[src/rtl/uart_imem_loader.sv]
// UART boot loader: receives a framed program image and writes it word by word into imem,
// keeping the core in reset while a load is in flight.
module uart_imem_loader #(
    parameter int CLKS_PER_BIT   = 868,
    parameter int ADDR_WIDTH     = 9,
    parameter int TIMEOUT_CYCLES = 1_000_000
) (
    input  logic                  clock,
    input  logic                  reset,
    input  logic                  uart_rx,
    output logic [ADDR_WIDTH-1:0] imem_write_address,
    output logic [31:0]           imem_write_data,
    output logic                  imem_write_enable,
    output logic                  core_hold,
    output logic                  load_done,
    output logic                  load_error
);
    localparam int CNT_W = $clog2(CLKS_PER_BIT + 1);
    localparam int TMO_W = $clog2(TIMEOUT_CYCLES + 1);
    localparam logic [CNT_W-1:0] HALF_BIT = CNT_W'(CLKS_PER_BIT / 2 - 1);
    localparam logic [CNT_W-1:0] FULL_BIT = CNT_W'(CLKS_PER_BIT - 1);
    localparam logic [TMO_W-1:0] TMO_LAST = TMO_W'(TIMEOUT_CYCLES - 1);
    localparam logic [16:0]      DEPTH    = 17'(1 << ADDR_WIDTH);
    localparam logic [7:0]       SYNC     = 8'hA5;

    typedef enum logic [1:0] {RX_IDLE, RX_START, RX_DATA, RX_STOP} rxState_t;
    typedef enum logic [2:0] {IDLE, LEN_LO, LEN_HI, DATA, CHK, DONE, ERROR} loadState_t;

    rxState_t             rxState, rxNext;
    loadState_t           state, stateNext;
    logic                 rxMeta, rxSync, rxPrev;
    logic [CNT_W-1:0]     clkCnt;
    logic [2:0]           bitIdx;
    logic [7:0]           shiftReg;
    logic [7:0]           rxByte;
    logic                 byteValid, framingErr;
    logic [7:0]           lenLo;
    logic [15:0]          lenValue;
    logic [ADDR_WIDTH-1:0] wordIdx, lastIdx;
    logic [1:0]           lane;
    logic [7:0]           checksum;
    logic [23:0]          wordBuf;
    logic [TMO_W-1:0]     timeoutCnt;
    logic                 timeoutHit, inFrame;

    assign rxByte     = shiftReg;
    assign lenValue   = {rxByte, lenLo};
    assign timeoutHit = (timeoutCnt == TMO_LAST);
    assign inFrame    = state inside {LEN_LO, LEN_HI, DATA, CHK};
    assign core_hold  = inFrame || (state == ERROR);

    always_ff @(posedge clock) begin
        if (reset) begin
            rxMeta <= 1'b1;
            rxSync <= 1'b1;
            rxPrev <= 1'b1;
        end else begin
            rxMeta <= uart_rx;
            rxSync <= rxMeta;
            rxPrev <= rxSync;
        end
    end

    // Start is armed only by a falling edge, so a line stuck low after a bad stop bit is not re-read.
    always_comb begin
        rxNext = rxState;
        case (rxState)
            RX_IDLE:  if (rxPrev && !rxSync) rxNext = RX_START;
            RX_START: if (clkCnt == HALF_BIT) rxNext = rxSync ? RX_IDLE : RX_DATA;
            RX_DATA:  if (clkCnt == FULL_BIT && bitIdx == 3'd7) rxNext = RX_STOP;
            RX_STOP:  if (clkCnt == FULL_BIT) rxNext = RX_IDLE;
            default:  rxNext = RX_IDLE;
        endcase
    end

    always_ff @(posedge clock) begin
        if (reset) begin
            rxState    <= RX_IDLE;
            clkCnt     <= '0;
            bitIdx     <= '0;
            shiftReg   <= '0;
            byteValid  <= 1'b0;
            framingErr <= 1'b0;
        end else begin
            rxState    <= rxNext;
            byteValid  <= 1'b0;
            framingErr <= 1'b0;
            if (rxState == RX_IDLE || rxNext != rxState || clkCnt == FULL_BIT)
                clkCnt <= '0;
            else
                clkCnt <= clkCnt + CNT_W'(1);
            if (rxState == RX_START)
                bitIdx <= '0;
            if (rxState == RX_DATA && clkCnt == FULL_BIT) begin
                shiftReg <= {rxSync, shiftReg[7:1]};
                bitIdx   <= bitIdx + 3'd1;
            end
            if (rxState == RX_STOP && clkCnt == FULL_BIT) begin
                byteValid  <= rxSync;
                framingErr <= !rxSync;
            end
        end
    end

    // A received byte always takes priority over a timeout that fires in the same cycle.
    always_comb begin
        stateNext = state;
        case (state)
            IDLE:        if (byteValid && rxByte == SYNC) stateNext = LEN_LO;
            LEN_LO:      if (byteValid) stateNext = LEN_HI;
            LEN_HI:      if (byteValid)
                             stateNext = (lenValue == 16'd0 || {1'b0, lenValue} > DEPTH) ? ERROR : DATA;
            DATA:        if (byteValid && lane == 2'd3 && wordIdx == lastIdx) stateNext = CHK;
            CHK:         if (byteValid) stateNext = (rxByte == checksum) ? DONE : ERROR;
            DONE, ERROR: if (byteValid && rxByte == SYNC) stateNext = LEN_LO;
            default:     stateNext = IDLE;
        endcase
        if (inFrame && !byteValid && (framingErr || timeoutHit))
            stateNext = ERROR;
    end

    always_ff @(posedge clock) begin
        if (reset) begin
            state              <= IDLE;
            lenLo              <= '0;
            lastIdx            <= '0;
            wordIdx            <= '0;
            lane               <= '0;
            checksum           <= '0;
            wordBuf            <= '0;
            timeoutCnt         <= '0;
            imem_write_address <= '0;
            imem_write_data    <= '0;
            imem_write_enable  <= 1'b0;
            load_done          <= 1'b0;
            load_error         <= 1'b0;
        end else begin
            state             <= stateNext;
            imem_write_enable <= 1'b0;
            if (!inFrame || byteValid)
                timeoutCnt <= '0;
            else if (!timeoutHit)
                timeoutCnt <= timeoutCnt + TMO_W'(1);
            if (byteValid) begin
                case (state)
                    LEN_LO: lenLo <= rxByte;
                    LEN_HI: begin
                        wordIdx  <= '0;
                        lane     <= '0;
                        checksum <= '0;
                        lastIdx  <= ADDR_WIDTH'(lenValue - 16'd1);
                    end
                    DATA: begin
                        checksum <= checksum ^ rxByte;
                        lane     <= lane + 2'd1;
                        case (lane)
                            2'd0:    wordBuf[7:0]   <= rxByte;
                            2'd1:    wordBuf[15:8]  <= rxByte;
                            2'd2:    wordBuf[23:16] <= rxByte;
                            default: begin
                                imem_write_enable  <= 1'b1;
                                imem_write_address <= wordIdx;
                                imem_write_data    <= {rxByte, wordBuf};
                                wordIdx            <= wordIdx + ADDR_WIDTH'(1);
                            end
                        endcase
                    end
                    default: ;
                endcase
            end
            if (stateNext == LEN_LO && state != LEN_LO) begin
                load_done  <= 1'b0;
                load_error <= 1'b0;
            end
            if (stateNext == DONE && state != DONE)
                load_done <= 1'b1;
            if (stateNext == ERROR && state != ERROR)
                load_error <= 1'b1;
        end
    end
endmodule
[config.mk]
export PLATFORM = sky130hd
export DESIGN_NAME = uart_imem_loader
export DESIGN_NICKNAME = d
export VERILOG_FILES = /design/src/rtl/uart_imem_loader.sv
export SDC_FILE = /design/constraint.sdc
export NUM_CORES = 1
export LEC_CHECK = 0
export CAP_MARGIN = 10
export CORE_AREA = 2 2 106 108
export DETAILED_ROUTE_END_ITERATION = 6
export DIE_AREA = 0 0 108 110
export PLACE_DENSITY = 0.93
export SKIP_CTS_REPAIR_TIMING = 1
export SYNTH_ARGS = -nofsm -noshare
export SYNTH_HDL_FRONTEND = slang
export SYNTH_SLANG_ARGS = --single-unit
[constraint.sdc]
create_clock -name clock -period 2.7 [get_ports clock]
set_input_delay 0.54 -clock clock [delete_from_list [all_inputs] [get_ports clock]]
set_output_delay 0.54 -clock clock [all_outputs]
set_load 0.1 [all_outputs]
After elaboration in Yosys (flattened, before gate mapping) --
Index checks and enable logic that the tools add are counted.
Storage, ports and cells: output and inout port bits 45, logic and storage cells 132, bits in registers 155, bits of input ports 3
Cells by class: reductions and logical operators 44, add/subtract/negate cells 6, eq/ne operators 27, multiplexer cells 25, bitwise gates (word level) 5, order comparisons 1
Operators with widths (number):
- two-way mux 3 bit | 9
- adder 20 x 1 -> 20 bit, second input constant | 1
- == test 20 bit, second input constant | 1
- == test 3 bit, second input constant | 6
- one-hot mux 9 bit (2 select lines) | 1
- > comparator 16 x 10 -> 1 bit, second input constant | 1
- zero test 16 bit | 1
- one-hot mux 8 bit (2 select lines) | 1
- one-hot mux 3 bit (5 select lines) | 1
- AND reduction 3 bit | 5
- logical AND 1 bit | 12
- two-way mux 2 bit | 6
- adder 10 x 1 -> 10 bit, second input constant | 1
- == test 10 bit, second input constant | 1
- == test 10 x 9 -> 1 bit, second input constant | 1
- adder 9 x 1 -> 9 bit, second input constant | 1
- == test 9 bit | 1
- two-way mux 9 bit | 1
- OR reduction 3 bit | 3
- subtractor 9 x 1 -> 9 bit, second input constant | 1
- == test 2 bit, second input constant | 4
- == test 8 bit | 1
- == test 8 bit, second input constant | 1
- one-hot mux 2 bit (4 select lines) | 1
- 21 further kinds | 46

Longest topological paths before layout --
Gate-level depths: netlist of the first run.
depth in word-level cells 10, gate-level depth with buffers 8

Worst setup path after synthesis of the first run --
OpenSTA, ideal clock, no wires.
kind register -> output, start register state[0], end output core_hold, cell stages (with the launch flop) 4, required time 2160 ps, arrival 1348 ps, path slack 812 ps, buffers on the path 1, path through dfxtp_1 > clkbuf_1 > nand2_1 > and2_1
On the way: cells in the longest elaborated chain, start to end 3
Ends and longest elaborated chain:
- start: declaration | RTL line 30 | loadState_t state, stateNext;
- start signal: assignment | RTL line 138 | state <= stateNext;
- == test 3 x 1 -> 1 bit (tied with other cells) | RTL line 49 | assign inFrame = state inside {LEN_LO, LEN_HI, DATA, CHK};
- nonzero test 4 bit | RTL line 49
- logical OR 1 bit * | RTL line 50 | assign core_hold = inFrame || (state == ERROR);
- end: declaration | RTL line 14 | output logic core_hold,
Every way passes the cells marked *; elsewhere a longest branch is shown, timed or not.

Worst setup path in the final report of the first run --
start register state[2], end output core_hold
The elaborated chain is that of the path after synthesis.

==> results of run 1 <==
## power groups by stage
stage,clock (uW),combinational [uW],sequential [uW]
after floorplan,0,71.4,2350
after global placement,0,80.1,2350
after detailed placement,0,80.1,2350
after CTS,2260,80.9,2300
after global routing,2370,89.2,2300
final,2230,81.5,2300
## cells by family (layout without fill, tap and decap cells)
family | after synthesis | in the layout | synth area share [%]
xor gates and xnor gates | 54 | 54 | 7.14
adders and majority gates | 13 | 13 | 2.45
DFF | 155 | 155 | 46.8
muxes | 9 | 9 | 1.38
AOI/OAI and AO/OA | 139 | 139 | 11.9
buffers and inverters | 60 | 95 | 3.51
and+or+nand+nor | 374 | 374 | 26.8
## metal layers
layer	part of all wire (%)	track usage (%)	vias to the layer above	routed length (microns)
met5	0	0	-	0
li1	-	-	2777	-
met3	5.4	5.53	36	772
met4	2.3	11.7	0	332
met1	44	31.0	2601	6210
met2	48	40.6	181	6870
## cells in the mapped netlist (2+ instances only)
master and instances:
a311oi_1 2, nand2b_1 3, nor3b_1 4, nor2_1 81, nand3_1 46, xnor2_1 28
clkbuf_1 42, and4_1 3, nor4b_1 2, nor2b_1 4, or2_2 4, o211ai_1 4
a2bb2oi_1 2, xor2_1 26, o21ai_1 2, nand4b_1 2, nand2_1 159, ha_1 13
dfxtp_1 155, and2_1 6, and3_1 14, nor3_1 5, or3_1 6, and4b_1 3
nand4_1 8, nor4_1 5, buf_2 6, a21oi_1 95, o21ai_0 13, nand3b_1 8
a211oi_1 9, inv_1 10, nor4bb_1 2, o31ai_1 2, mux2i_1 8
## cell type report
| type | count | area share, % |
|---|---|---|
| inverters | 11 | 0.545 |
| multi-input cells | 589 | 43.4 |
| clock inverters | 13 | 1.72 |
| well taps | 140 | 2.31 |
| flip-flops and latches | 155 | 40.9 |
| clock buffers | 18 | 5.64 |
| repair buffers | 53 | 5.45 |
## registers in the layout, indices dropped and copies added (netlist names), 3 cells and up
signal	flops
imem_write_data	32
wordBuf	24
timeoutCnt	20
clkCnt	10
imem_write_address	9
lastIdx	9
wordIdx	9
checksum	8
lenLo	8
rxByte	8
bitIdx	3
state	3
## worst max-delay path by stage
| stage | from | to | slack (ns) |
|---|---|---|---|
| 2_1_floorplan | state[0]$_SDFF_PP0_ | core_hold | 0.81 |
| 3_3_place_gp | rxByte[4]$_SDFFE_PP0P_ | load_done$_SDFFE_PP0P_ | 0.60 |
| 3_5_place_dp | rxByte[3]$_SDFFE_PP0P_ | load_done$_SDFFE_PP0P_ | 0.55 |
| 4_1_cts | state[2]$_SDFF_PP0_ | core_hold | 0.32 |
| 5_1_grt | state[2]$_SDFF_PP0_ | core_hold | 0.25 |
| 6_report | state[2]$_SDFF_PP0_ | core_hold | 0.31 |
## critical path, stage by stage (launching register included)
cell and delay, ns:
dfxtp_1 0.44, or3_1 0.45, and2_1 0.19, buf_4 0.23
## through the flow
stage / instance area [sq um] / util (%) / power (uW) / hold slack [ns] / setup slack (ns)
global route: 7580 / 70.9 / 4760 / 0.444 / 0.252
global placement: 7020 / 65.6 / 2430 / 0.392 / 0.596
finish: 7580 / 70.9 / 4620 / 0.410 / 0.314
CTS: 7580 / 70.9 / 4640 / 0.410 / 0.316
detailed placement: 7020 / 65.6 / 2430 / 0.394 / 0.551
floorplan: 6630 / - / 2420 / 0.389 / 0.812
==> results.md, run 1 <==
* All-layer global routing usage at 24.7%
* GR Overflow Total at 0
* Area growth, synth to finish at 14.4%
* Htree depth at 4
* Placed insts at 948
* Mapped Area at 6630 sq um
* Hold wc startpoint: rxMeta$_SDFF_PP1_
* Fill count at 782
* Clock Latency Late Sink at 0.53 ns
* Yosys reg bits at 155
* Hold/Removal Path Class: reg2reg
* Pleak at 0.00276 uW
* Internal at 3580 uW
* RSZ-0062 raised after global routing: no
* Status: completed
* First-pass GRT wire length at 23400 microns
* Clock Tree Root: clkbuf_8
* Fmax at 0.419 GHz
* Distinct cell type count after synthesis at 57
* Core Area at 10700 sq um
* Sequential fraction of the synthesis area at 46.8%
* Die width at 108 microns
* Nets at 843
* Combinational Power Share at 1.8%
* Setup-failing EPs final at 0
* CTS tree: yes
* Rel. slew slack at 45.7%
* Max-slew violation count at 0
* Num CTS Buffers at 17
* YS warnings at 0
* CTS Buffer Depth at 2
* Starting DRT DRC Count at 352
* Clock power share at 48.4%
* Largest net degree at the start of global routing at 78
* Via/cell ratio at 5.72
* Max-cap violations at 0
* RePlAce Congestion at 0.831
* VDD IR max at 0.344 mV
* Hold Vio Cnt, Final at 0
* Most common cell after layout, fill and taps aside: nand2_1
* Async S/R FF share, synth at 0%
* Top cell type's share of synthesized area at 46.8%
* Clock skew at 0.0101 ns
* Area of the multi-input gates at 3290 sq um
* Min Tclk post-route at 2.39 ns
* Share of cells above drive strength 1 at 11.7%
* Num ports at 48
* Worst setup SP type: flip-flop
* CTS Sinks at 155
* Worst reg-to-reg path cell count at 6
* Initial antenna violation count at 0
* Residual DRC count at 0
* P per Cell Area at 609 nW/um^2
* Routed Wire Length at 14200 microns
* Post-route ant nets at 0
* NetSw at 1040 uW
* PortBufs at 47
* Initial Util at 61.9%
* Finished Layout Cells at 979
* Worst setup path category: reg2out
* Antenna cell count at 0
* R2R Setup Slk at 0.49 ns
* Hpwl dp at 9060 microns
* Commonest non-fill, non-tap cells in the layout: nand2_1, dfxtp_1, a21oi_1
* Final period util at 88.4%
* Sw Share at 22.6%
* DR pass1 iterations at 6
* Hold Path End: rxSync$_SDFF_PP1_
* Routed via count at 5595
* Row count at 38
* Die height at 110 microns
* Reg2reg start: rxByte[3]$_SDFFE_PP0P_
* Reg2reg end: load_done$_SDFFE_PP0P_
* Post-synth EDFFs at 0
* Post-Route Setup TNS at 0 ns
* Post-Syn Instances at 804
* Die area at 11900 sq um
* Mean area per synthesized cell at 8.24 sq um
* Routed wire length per instance at 14.5 microns
* Power share of the sequential group at 49.8%
* Worst setup EP type: output port
* WP data arrival at 1.85 ns
* Clock transition at path regs at 0.07 ns
* Syn Nets at 820
* Hold path cells at 1
* Leading area contributor after synthesis: dfxtp_1
* Vias in the first global route at 5130
* Ys flop type: dfxtp_1
* Worst Tran Pin Value at 0.813 ns
* Most area-consuming cells after synthesis: dfxtp_1, nand2_1, a21oi_1, nor2_1, xnor2_1
* CP required at 2.16 ns
* FF/Latch Area at 3100 sq um
* Crit-path max FO at 15
(Power assumes the default switching activity.)
==> run 2: changes to the inputs <==
--- a/config.mk
+++ b/config.mk
@@ -6,10 +6,10 @@
 export NUM_CORES = 1
 export LEC_CHECK = 0
 export CAP_MARGIN = 10
-export CORE_AREA = 2 2 106 108
+export CORE_AREA = 2 2 110 112
 export DETAILED_ROUTE_END_ITERATION = 6
-export DIE_AREA = 0 0 108 110
-export PLACE_DENSITY = 0.93
+export DIE_AREA = 0 0 112 114
+export PLACE_DENSITY = 0.88
 export SKIP_CTS_REPAIR_TIMING = 1
 export SYNTH_ARGS = -nofsm -noshare
 export SYNTH_HDL_FRONTEND = slang
==> constraint.sdc (replaced) <==
create_clock -name clock -period 2.4 [get_ports clock]
set_input_delay 0.48 -clock clock [delete_from_list [all_inputs] [get_ports clock]]
set_output_delay 0.48 -clock clock [all_outputs]
set_load 0.1 [all_outputs]
==> run 2 against run 1 <==
  * Non-clock buffer count grew 6
  * Global-route usage is 1.6 points lower
  * Via count down 0.80%
  * Setup slack got worse by 0.076 ns
  * Sequential power up 13%
  * Sequential share of layout area decreased by 1.1 points
  * First-iteration DRC count grew 32%
  * Largest power group is now the clock network
  * Highest routed layer unchanged
==> results.md, run 2 (same netlist as run 1, synthesis figures left out) <==
* RePlAce Congestion at 0.852 (+2.5%)
* Finished Layout Cells at 992 (+1.3%)
* Worst setup SP type: flip-flop
* Hpwl dp at 9010 microns (-0.57%)
* Clock power share at 53.7% (+5.3 points)
* Via/cell ratio at 5.59 (-2.1%)
* Area growth, synth to finish at 17.7%
* Combinational Power Share at 1.7% (about the same)
* Hold/Removal Path Class: reg2reg
* CTS Buffer Depth at 2 (unchanged)
* Post-route ant nets at 0 (unchanged)
* Worst setup margin at 0.238 ns (-0.0760 ns)
* Die width at 112 microns (+3.7%)
* Min Tclk post-route at 2.16 ns
* Pleak at 0.00287 uW (+4.0%)
* Crit path max-delay family: compound AO/OA/AOI/OAI gates
* Fmax at 0.462 GHz
* Clock transition at path regs at 0.06 ns (about the same)
* Rel. slew slack at 47.4% (+1.7 points)
* Worst path cell trace: xnor2_1, nand3_1, o31ai_1, o211ai_1, a311o_1, o32ai_2
* DR pass1 iterations at 4 (-2)
* Die height at 114 microns (+3.6%)
* Setup-failing EPs final at 0 (unchanged)
* Final period util at 90.1%
* Initial antenna violation count at 0 (unchanged)
* GR Overflow Total at 0 (unchanged)
* Clock Tree Root: clkbuf_16
* CTS Sinks at 155 (unchanged)
* DP Worst Slack at 0.270 ns (-0.281 ns)
* Routed wire length per instance at 14.3 microns (-1.6%)
* Hold WS at 0.408 ns (-0.00231 ns)
* Largest registers: imem_write_data (32), wordBuf (24), timeoutCnt (20)
* Share of cells above drive strength 1 at 12.2% (+0.51 points)
* Final design utilization at 66.6% (-4.3 points)
* RSZ-0062 raised after global routing: no
* Nets at 849 (+0.71%)
* Worst setup path category: reg2reg
* Slowest CP cell: dfxtp_1
* Worst Tran Pin Value at 0.788 ns (-0.0253 ns)
* Worst setup EP type: flip-flop
* Core Area at 11700 sq um (+9.5%)
* All-layer global routing usage at 23.1% (-1.6 points)
* Htree depth at 4 (unchanged)
* Most flops, register: imem_write_data
* Row count at 40 (+5.3%)
* Crit path largest cell delay at 0.61 ns (+0.16 ns)
* Largest net degree at the start of global routing at 116 (+49%)
* Initial Util at 56.6% (-5.4 points)
* Commonest non-fill, non-tap cells in the layout: nand2_1, dfxtp_1, a21oi_1
* Hold Vio Cnt, Final at 0 (unchanged)
* Max-slew violation count at 0 (unchanged)
* Status: completed
* Most common cell after layout, fill and taps aside: nand2_1
* NetSw at 1100 uW (+5.8%)
* Die area at 12800 sq um (+7.5%)
* Clock Latency Late Sink at 0.43 ns (-0.10 ns)
* Num ports at 48 (unchanged)
* CTS tree: yes
* Starting DRT DRC Count at 465 (+32%)
* P per Cell Area at 746 nW/um^2 (+22%)
* Num CTS Buffers at 17 (unchanged)
* Vias in the first global route at 5224 (+1.8%)
* Antenna cell count at 0 (unchanged)
* First-pass GRT wire length at 24100 microns (+3.2%)
* VDD IR max at 0.588 mV (+71%)
* Max-cap violations at 0 (unchanged)
* CP required at 2.74 ns (+0.58 ns)
* Power share of the sequential group at 44.6% (-5.2 points)
* Crit-path max FO at 12 (-3)
* Placed insts at 961 (+1.4%)
* Residual DRC count at 0 (unchanged)
* Sw Share at 19.0% (-3.6 points)
* Post-Route Setup TNS at 0 ns (unchanged)
* Worst path bufs/invs at 0 (-1)
* PortBufs at 47 (unchanged)
* Internal at 4710 uW (+32%)
* Clock skew at 0.00652 ns (-0.00356 ns)
* Routed Wire Length at 14100 microns (-0.28%)
* WP data arrival at 2.50 ns (+0.65 ns)
* Routed via count at 5550 (-0.80%)
* Flip-flop count of the largest register after layout at 32 (unchanged)
==> run 2: changes by cell type in the layout (fill, tap and decap cells not counted), sizes merged <==
cell / delta
clkbuf: +2
inv: -7
clkinvlp: -2
clkinv: +1
bufinv: +6
buf: +6
==> run 2: per-stage QoR <==
stage	cell area [sq um]	total power [uW]
global placement	7100	2750
finish	7800	5820
floorplan	6630	2720
global route	7800	5950
CTS	7800	5850
detailed placement	7100	2750
==> run 2: power by group through the flow <==
stage / clock [uW] / sequential [uW] / combinational (uW)
2_1_floorplan: 0 / 2640 / 80.3
3_3_place_gp: 0 / 2650 / 98.3
3_5_place_dp: 0 / 2650 / 97.9
4_1_cts: 3160 / 2590 / 98.4
5_1_grt: 3250 / 2590 / 108
6_report: 3130 / 2590 / 98.4
==> run 2: layout make-up <==
type / count / area, sq um
fill: 920 / 3910
multi-input combinational: 589 / 3290
sequential: 155 / 3100
timing repair buffer: 59 / 483
clock buffer: 20 / 457
clock inverter: 11 / 240
tap: 147 / 184
inverter: 11 / 41.3
==> run 2: layer usage <==
metal | GRT usage, % | up-vias | wire length (microns)
li1 | - | 2788 | -
met1 | 29.0 | 2617 | 6190
met2 | 38.4 | 116 | 7070
met3 | 6.16 | 29 | 644
met4 | 8.70 | 0 | 245
met5 | 0 | - | 0
==> run 2: path summary, 6_finish.rpt <==
kind,start,slack (ns),cells after the start,to
max,rxByte[0]$_SDFFE_PP0P_,0.24,6,load_done$_SDFFE_PP0P_
min,rxMeta$_SDFF_PP1_,0.41,1,rxSync$_SDFF_PP1_
max reg2reg,rxByte[0]$_SDFFE_PP0P_,0.24,6,load_done$_SDFFE_PP0P_
min reg2reg,rxMeta$_SDFF_PP1_,0.41,1,rxSync$_SDFF_PP1_
==> run 2: worst register-to-register path: cells and delay by family, from the launching register on <==
kind             cells  cell delay, ns
flip-flops           1            0.61
AO/OA/AOI/OAI        4            1.19
XOR/XNOR             1            0.18
AND/OR/NAND/NOR      1            0.09
